==> config.mk <==
export PLATFORM = sky130hd
export DESIGN_NAME = complete_buffer
export DESIGN_NICKNAME = d
export VERILOG_FILES = /design/src/rtl/complete_buffer.sv
export SDC_FILE = /design/constraint.sdc
export NUM_CORES = 2
export LEC_CHECK = 0
export ABC_CLOCK_PERIOD_IN_PS = 26900
export CAP_MARGIN = 5
export CORE_ASPECT_RATIO = 0.75
export CORE_UTILIZATION = 60
export DETAILED_ROUTE_END_ITERATION = 7
export PLACE_DENSITY = 0.83
export SLEW_MARGIN = 20
export SYNTH_ARGS = -nofsm -noshare
export SYNTH_HDL_FRONTEND = slang
export SYNTH_SLANG_ARGS = --single-unit
==> constraint.sdc <==
create_clock -name clk -period 26.9 [get_ports clk]
set_clock_uncertainty 0.2 [all_clocks]
set_input_delay 6.725 -clock clk [delete_from_list [all_inputs] [get_ports clk]]
set_output_delay 6.725 -clock clk [all_outputs]
set_load 0.01 [all_outputs]
==> src/rtl/complete_buffer.sv <==
`default_nettype none
// ============================================================================
// Module   : complete_buffer
// Purpose  : Completion FIFO between the execution units (three ALUs and one
//            LSU) and the ROB. Each cycle the valid results are appended in
//            the fixed order ALU0, ALU1, ALU2, LSU. The two oldest entries
//            are presented show-ahead on two completion slots, and up to two
//            entries retire per cycle when the ROB is ready.
// Ports    : clk, rstn           - clock; synchronous active-high reset
//            aluK_* (K=0..2)     - ALU result valid/pc/data/dest register
//            lsu_*               - LSU result valid/pc/data/dest register/store
//            rob_ready           - ROB takes the presented slots this edge
//            complete_*_J (J=0,1)- completion slot contents
//            accept_ok           - at least four free entries
//            count               - occupied entries
//            overflow            - sticky flag: a completion was dropped
// Revision : 1.0 - initial release
// ============================================================================
module complete_buffer #(
  parameter int DEPTH = 8
) (
  input  logic                     clk,
  input  logic                     rstn,
  input  logic                     alu0_valid,
  input  logic [31:0]              alu0_pc,
  input  logic [31:0]              alu0_data,
  input  logic [5:0]               alu0_dr,
  input  logic                     alu1_valid,
  input  logic [31:0]              alu1_pc,
  input  logic [31:0]              alu1_data,
  input  logic [5:0]               alu1_dr,
  input  logic                     alu2_valid,
  input  logic [31:0]              alu2_pc,
  input  logic [31:0]              alu2_data,
  input  logic [5:0]               alu2_dr,
  input  logic                     lsu_valid,
  input  logic [31:0]              lsu_pc,
  input  logic [31:0]              lsu_data,
  input  logic [5:0]               lsu_dr,
  input  logic                     lsu_is_store,
  input  logic                     rob_ready,
  output logic                     complete_valid_0,
  output logic [31:0]              complete_pc_0,
  output logic [31:0]              new_dr_data_0,
  output logic [5:0]               complete_dr_0,
  output logic                     is_store_0,
  output logic                     complete_valid_1,
  output logic [31:0]              complete_pc_1,
  output logic [31:0]              new_dr_data_1,
  output logic [5:0]               complete_dr_1,
  output logic                     is_store_1,
  output logic                     accept_ok,
  output logic [$clog2(DEPTH):0]   count,
  output logic                     overflow
);

  localparam int AW = $clog2(DEPTH);
  // Internal count arithmetic carries one spare bit so count + pushes never
  // wraps before the free-space comparison.
  localparam int CW = AW + 2;

  // Entry storage; contents are never reset, only the pointers are.
  logic [31:0]   r_pc   [DEPTH];
  logic [31:0]   r_data [DEPTH];
  logic [5:0]    r_dr   [DEPTH];
  logic          r_st   [DEPTH];

  logic [AW-1:0] r_head;
  logic [AW-1:0] r_tail;
  logic [CW-1:0] r_count;
  logic          r_overflow;

  // Per-source views in push order.
  logic [3:0]    w_src_vld;
  logic [31:0]   w_src_pc   [4];
  logic [31:0]   w_src_data [4];
  logic [5:0]    w_src_dr   [4];
  logic [3:0]    w_src_st;

  logic [CW-1:0] w_pops;
  logic [CW-1:0] w_free;
  logic [CW-1:0] w_nacc;
  logic [AW-1:0] w_wptr;
  logic [AW-1:0] w_wr_idx [4];
  logic [3:0]    w_wr_en;
  logic          w_drop;
  logic [AW-1:0] w_idx1;

  always_comb begin
    w_src_vld     = {lsu_valid, alu2_valid, alu1_valid, alu0_valid};
    w_src_pc[0]   = alu0_pc;
    w_src_pc[1]   = alu1_pc;
    w_src_pc[2]   = alu2_pc;
    w_src_pc[3]   = lsu_pc;
    w_src_data[0] = alu0_data;
    w_src_data[1] = alu1_data;
    w_src_data[2] = alu2_data;
    // A store has no register result; its data and destination read as zero.
    w_src_data[3] = lsu_is_store ? 32'd0 : lsu_data;
    w_src_dr[0]   = alu0_dr;
    w_src_dr[1]   = alu1_dr;
    w_src_dr[2]   = alu2_dr;
    w_src_dr[3]   = lsu_is_store ? 6'd0 : lsu_dr;
    w_src_st      = {lsu_is_store, 3'b000};
  end

  // Pops are decided from the pre-edge count, so an entry written this edge
  // can never be retired on the same edge.
  always_comb begin
    w_pops = '0;
    if (rob_ready) begin
      w_pops = (r_count >= CW'(2)) ? CW'(2) : r_count;
    end
    w_free = CW'(DEPTH) - r_count + w_pops;
  end

  // Walk the sources in priority order, giving each valid one the next tail
  // slot while space remains; anything beyond that is dropped.
  always_comb begin
    w_wr_en = '0;
    w_drop  = 1'b0;
    w_nacc  = '0;
    w_wptr  = r_tail;
    for (int i = 0; i < 4; i++) begin
      w_wr_idx[i] = w_wptr;
      if (w_src_vld[i]) begin
        if (w_nacc < w_free) begin
          w_wr_en[i] = 1'b1;
          w_nacc     = w_nacc + CW'(1);
          w_wptr     = w_wptr + AW'(1);
        end else begin
          w_drop = 1'b1;
        end
      end
    end
  end

  always_ff @(posedge clk) begin
    if (rstn) begin
      r_head     <= '0;
      r_tail     <= '0;
      r_count    <= '0;
      r_overflow <= 1'b0;
    end else begin
      r_head     <= r_head + w_pops[AW-1:0];
      r_tail     <= w_wptr;
      r_count    <= r_count + w_nacc - w_pops;
      r_overflow <= r_overflow | w_drop;
    end
  end

  always_ff @(posedge clk) begin
    if (!rstn) begin
      for (int i = 0; i < 4; i++) begin
        if (w_wr_en[i]) begin
          r_pc[w_wr_idx[i]]   <= w_src_pc[i];
          r_data[w_wr_idx[i]] <= w_src_data[i];
          r_dr[w_wr_idx[i]]   <= w_src_dr[i];
          r_st[w_wr_idx[i]]   <= w_src_st[i];
        end
      end
    end
  end

  // Show-ahead slots; unused slots present the fixed idle pattern.
  assign w_idx1 = r_head + AW'(1);

  always_comb begin
    complete_valid_0 = 1'b0;
    complete_pc_0    = 32'd1;
    new_dr_data_0    = 32'd1;
    complete_dr_0    = 6'd0;
    is_store_0       = 1'b0;
    if (r_count != '0) begin
      complete_valid_0 = 1'b1;
      complete_pc_0    = r_pc[r_head];
      new_dr_data_0    = r_data[r_head];
      complete_dr_0    = r_dr[r_head];
      is_store_0       = r_st[r_head];
    end
  end

  always_comb begin
    complete_valid_1 = 1'b0;
    complete_pc_1    = 32'd1;
    new_dr_data_1    = 32'd1;
    complete_dr_1    = 6'd0;
    is_store_1       = 1'b0;
    if (r_count > CW'(1)) begin
      complete_valid_1 = 1'b1;
      complete_pc_1    = r_pc[w_idx1];
      new_dr_data_1    = r_data[w_idx1];
      complete_dr_1    = r_dr[w_idx1];
      is_store_1       = r_st[w_idx1];
    end
  end

  assign accept_ok = (CW'(DEPTH) - r_count) >= CW'(4);
  assign count     = r_count[AW:0];
  assign overflow  = r_overflow;

endmodule
`default_nettype wire

# Yosys cells after proc, flatten, opt, wreduce, memory -nomap -nowiden
# Memories as Yosys holds them, arrays and structs flattened. A register that Yosys moved wholly into a read port is not among the register bits.
# Cells that the tools add are included.
dict set report totals {
  n_memories 4
  regBits 12
  out_inout_bits 150
  in_bits 288
  elab_cells 92
  ram_bits 568
}
# memory words word_bits rd rd_ports_with_merged_regs write_ports line
set mem_list {}
lappend mem_list {r_data 8 32 2 1 4 64} ;# logic [31:0] r_data [DEPTH];
lappend mem_list {r_pc 8 32 2 1 4 63} ;# logic [31:0] r_pc [DEPTH];
lappend mem_list {r_dr 8 6 2 1 4 65} ;# logic [5:0] r_dr [DEPTH];
lappend mem_list {r_st 8 1 2 1 4 66} ;# logic r_st [DEPTH];
dict set report classes {
  add_sub_neg 13
  magnitude_cmp 7
  n_mux 62
  bitwise 1
  n_reduce_logical 1
}
# operator n
set ops {}
lappend ops {{$mux W32} 5}
lappend ops {{$mux W5} 8}
lappend ops {{$mux W3} 12}
lappend ops {{$mux W1} 34}
lappend ops {{$mux W6} 3}
lappend ops {{$add A3 B1 Y3 const B} 5}
lappend ops {{$add A5 B1 Y5 const B} 3}
lappend ops {{$lt A5 B5 Y1} 3}
lappend ops {{$add A5 B5 Y5} 2}
lappend ops {{$ge A5 B2 Y1 const B} 1}
lappend ops {{$ge A5 B3 Y1 const B} 1}
lappend ops {{$gt A5 B1 Y1 const B} 1}
lappend ops {{$lt A1 B5 Y1 const A} 1}
lappend ops {{$reduce_bool A5 Y1} 1}
lappend ops {{$sub A4 B5 Y5 const A} 1}
lappend ops {{$sub A5 B5 Y5} 1}
lappend ops {{$add A3 B3 Y3} 1}
lappend ops {{$or A1 B1 Y1} 1}

# Logic depth before layout (Yosys ltp)
dict set report logic_depth {
  depth_word 19
  mapped_depth 33
  ltp_nobuf 32
}

# Worst setup path after synthesis
# No wires, ideal clock.
dict set report synth_timing {
  kind {input to register}
  start {input rob_ready}
  end {memory r_data[3][0], enable pin}
  path_stages 24
  setup_time_ns 1.113
  required_time_ns 25.587
  slack_ns 12.503
  arrival_ns 13.084
  n_path_buf 3
  path_cell_list {nand2_1 nor2_1 ha_1 fa_1 a21o_1 a21oi_2 o21ai_1 a31oi_2 ha_1 nor2b_1 o21ai_0 o211ai_1 o41a_1 clkbuf_1 and2_1 ha_1 a21o_1 nor2_1 a22oi_1 a211oi_2 o21ai_1 buf_2 buf_4 o2111ai_1}
}
# element line
set synth_rtl {}
lappend synth_rtl {{from (decl)} 41} ;# input logic rob_ready,
lappend synth_rtl {{to (decl)} 64}

==> impl_metrics.yaml <==
outcome:
  status: "complete, no violations"
logic_synthesis:
  synth_cell_types: 79
  post_synthesis_instance_total: 3542
  postSynthAreaPerCell_sq_um: 13.5
  count_of_yosys_warnings_during_synthesis: 0
  synth-seq-area-share_pct: 36.2
  synth_seq_cells: 580
  synth-main-ff-cell: "sky130_fd_sc_hd__edfxtp_1"
  synth_edf_count: 568
  asyncSetResetFlopFracSynth_pct: 0
  syn-cell-area_sq_um: 47800
placed_design:
  buffer_ports.inserted: 437
  pre_cts_ws_ps: 12270
  dp.final_hpwl_mm: 92.5
  routabilityCongestion: 0.886
pwr:
  vdd_ir_drop_max_v: 0.000125
  post-layout-total-power_mw: 6.46
  power.density_nw_per_um2: 119
  leakage_nw: 20.6
critical_path:
  cpMostUsedCell: "sky130_fd_sc_hd__ha_1"
  timing.critical_path.max_delay_family: "compound AO/OA/AOI/OAI gates"
  cp_max_fo: 53
  timing.critical_path.slowest_cell_delay_ps: 850
  cp.arrival_ps: 14200
  crit_chain: "clkdlybuf4s50_1 -> nand2_1 -> nor2_1 -> ha_1 -> fa_1 -> a21o_1 -> a21oi_2 -> o21ai_1 -> a31oi_2 -> ha_1 -> nor2b_1 -> o21ai_0 -> o211ai_1 -> o41a_1 -> and2_1 -> ha_1 -> a21o_1 -> nor2_1 -> nand4_1 -> a211oi_2 -> a21boi_4 -> buf_4 -> or2_4 -> buf_4"
  worst_setup_path_end_kind: "flop"
  worst_path_cell_with_the_longest_stage_delay: "sky130_fd_sc_hd__buf_4"
  worst_setup_path_category: "input pin to flop"
  cp.required_ps: 26980
  path_buf_inv: 3
  cp-start-kind: "input pin"
global_routing:
  grt_pass1_wl_mm: 235
  grt.total_usage_pct: 39.2
  grt_max_degree: 127
  via_count_of_the_first_global_routing_pass: 35700
  grt-ovfl-total: 0
  grt_antenna_before_repair: 27
clocking:
  cts_tree: "done"
  tritoncts.num_buffers: 61
  cts_sinks: 580
  clock_path_buffers: 3
  post-cts-setup-buffers: 0
  number_of_hold_buffers_added_after_cts: 0
  clock_tree.htree_level_count: 2
  clk_latency_ps: 660
  clock-root-buffer: "sky130_fd_sc_hd__clkbuf_16"
  clkTransAtPathRegs_ps: 70
  cts-resized-gates: 0
finish:
  postLayoutCoreUtil_pct: 69.2
  fillers: 5453
  syn2layout_area_growth_pct: 14.0
  design.final.nets: 4091
  final_layout_size_suffix_gt1_share_pct: 34.4
  final_common_cell: "sky130_fd_sc_hd__mux2_2"
  final_cell_mix: "sky130_fd_sc_hd__mux2_2, sky130_fd_sc_hd__mux2i_1, sky130_fd_sc_hd__edfxtp_1, sky130_fd_sc_hd__clkdlybuf4s50_1, sky130_fd_sc_hd__mux4_2"
timing:
  timing.setup.tns_ps: 0
  slew_headroom_pct: 21.2
  clock.fmax_ghz: 0.0708
  finalMaxSlewViolations: 0
  worst_slew_pin_slew_ps: 1180
  timing_hold_violations_final: 0
  post-route-worst-setup-slack_ps: 12780
  setup_repair_after_global_routing_missed_its_margin: "no"
  period_share_pct: 52.5
  timing.final.setup_violations: 0
  finalWorstPathRequiredPeriod_ps: 14120
route:
  antenna_viol_nets_final: 0
  drt_iter0_drc: 4505
  route.detailed.wl_per_inst_um: 32.9
  avgViaCountPerCell: 7.23
  dr_total_vias: 35300
  length_of_the_first_detailed_routing_pass_in_iterations: 8
  wl_mm: 161
  drt_drc_violations_left: 0
floorplan:
  floorplan.rows: 89
  core_area_sq_um: 78700
  die_h_um: 246
  floorplan.io_pins: 438
  die_area_sq_um: 80800
  initial_utilization_pct: 60.7
  fp.dieW_um: 328
run:
  cap_violations: 0
min_path:
  worstHoldPathType: "flop to flop"
## worst paths after layout
kind | slack, ps | end | startpoint | cells after the start
worst min register to register | 350 | overflow$_SDFF_PP0_ | overflow$_SDFF_PP0_ | 2
worst max register to register | 18400 | r_pc[4][30]$_DFFE_PP_ | r_count[0]$_SDFF_PP0_ | 26
worst min-delay path | 350 | overflow$_SDFF_PP0_ | overflow$_SDFF_PP0_ | 2
worst max-delay path | 12780 | r_pc[4][30]$_DFFE_PP_ | rob_ready | 24
## sequential cells by signal (all words and copies together), names as in the netlist
name      count
r_dr         48
r_data      256
r_pc        256
r_count       5
r_st          8
r_head        3
overflow      1
r_tail        3
## synthesized netlist by cell type, types with 5 or more instances
cell type / instances / area (sq um)
sky130_fd_sc_hd__nor2_1: 96 / 360
sky130_fd_sc_hd__mux4_2: 284 / 6400
sky130_fd_sc_hd__nor3_1: 6 / 30.0
sky130_fd_sc_hd__buf_2: 89 / 445
sky130_fd_sc_hd__mux2i_1: 683 / 6840
sky130_fd_sc_hd__nand4_4: 10 / 213
sky130_fd_sc_hd__inv_1: 22 / 82.6
sky130_fd_sc_hd__nand2_1: 205 / 769
sky130_fd_sc_hd__buf_6: 14 / 158
sky130_fd_sc_hd__dfxtp_1: 12 / 240
sky130_fd_sc_hd__nand3_1: 16 / 80.1
sky130_fd_sc_hd__xnor2_1: 12 / 105
sky130_fd_sc_hd__buf_1: 39 / 146
sky130_fd_sc_hd__clkbuf_1: 132 / 495
sky130_fd_sc_hd__a21oi_1: 76 / 380
sky130_fd_sc_hd__buf_4: 58 / 435
sky130_fd_sc_hd__xor2_1: 5 / 43.8
sky130_fd_sc_hd__a21o_1: 8 / 60.1
sky130_fd_sc_hd__ha_1: 24 / 300
sky130_fd_sc_hd__fa_1: 6 / 120
sky130_fd_sc_hd__and2_1: 7 / 43.8
sky130_fd_sc_hd__mux2_2: 823 / 9270
sky130_fd_sc_hd__edfxtp_1: 568 / 17100
sky130_fd_sc_hd__o21ai_1: 6 / 30.0
sky130_fd_sc_hd__o21ai_0: 9 / 45.0
sky130_fd_sc_hd__mux2_1: 250 / 2820
## final cells by class
type | count | area, sq um | area share, %
antenna | 17 | 42.5 | 0.0781
tap | 1046 | 1310 | 2.40
clock inverter | 24 | 240 | 0.441
inverter | 26 | 103 | 0.188
clock buffer | 88 | 1670 | 3.07
timing repair buffer | 499 | 4860 | 8.92
multi-input combinational | 2605 | 28900 | 53.1
sequential | 580 | 17300 | 31.8
## where the power goes
part           internal (mW)  total [mW]  switching (mW)
Sequential              1.62        1.84           0.220
Combinational           1.69        3.76            2.08
Clock                  0.476       0.855           0.379
## stage by stage
stage | area [sq um] | hold slack (ps) | std cells
after floorplan | 47800 | 338 | 3544
after global placement | 52500 | 315 | 4756
after detailed placement | 52500 | 324 | 4756
after CTS | 54400 | 343 | 4868
after global routing | 54500 | 371 | 4885
final | 54500 | 347 | 4885
## routing by layer
metal | track usage, % | routed length, um | part of all wire [%] | vias to the layer above
met5 | 0 | 129 | 0.080 | -
met4 | 19.6 | 7860 | 4.9 | 20
met1 | 51.0 | 59900 | 37 | 17800
met2 | 62.5 | 75100 | 47 | 2542
li1 | - | - | - | 14400
met3 | 8.18 | 17800 | 11 | 526
## cell families (layout without fill, tap and decap cells)
logic type,Yosys count,count (layout),synth area share [%]
mux,2041,2041,53.0
other cells,2,21,0.0157
compound gates,138,138,1.99
simple gates,373,373,3.73
flops,580,580,36.2
buf+inv,359,637,3.76
xor+xnor,19,19,0.416
fa+ha+maj,30,30,0.880
## worst min-delay path, stage by stage, from the launching register on
cell and delay [ps]:
sky130_fd_sc_hd__dfxtp_1 350, sky130_fd_sc_hd__a21oi_1 50, sky130_fd_sc_hd__a21oi_1 110
(Power assumes the default switching activity.)
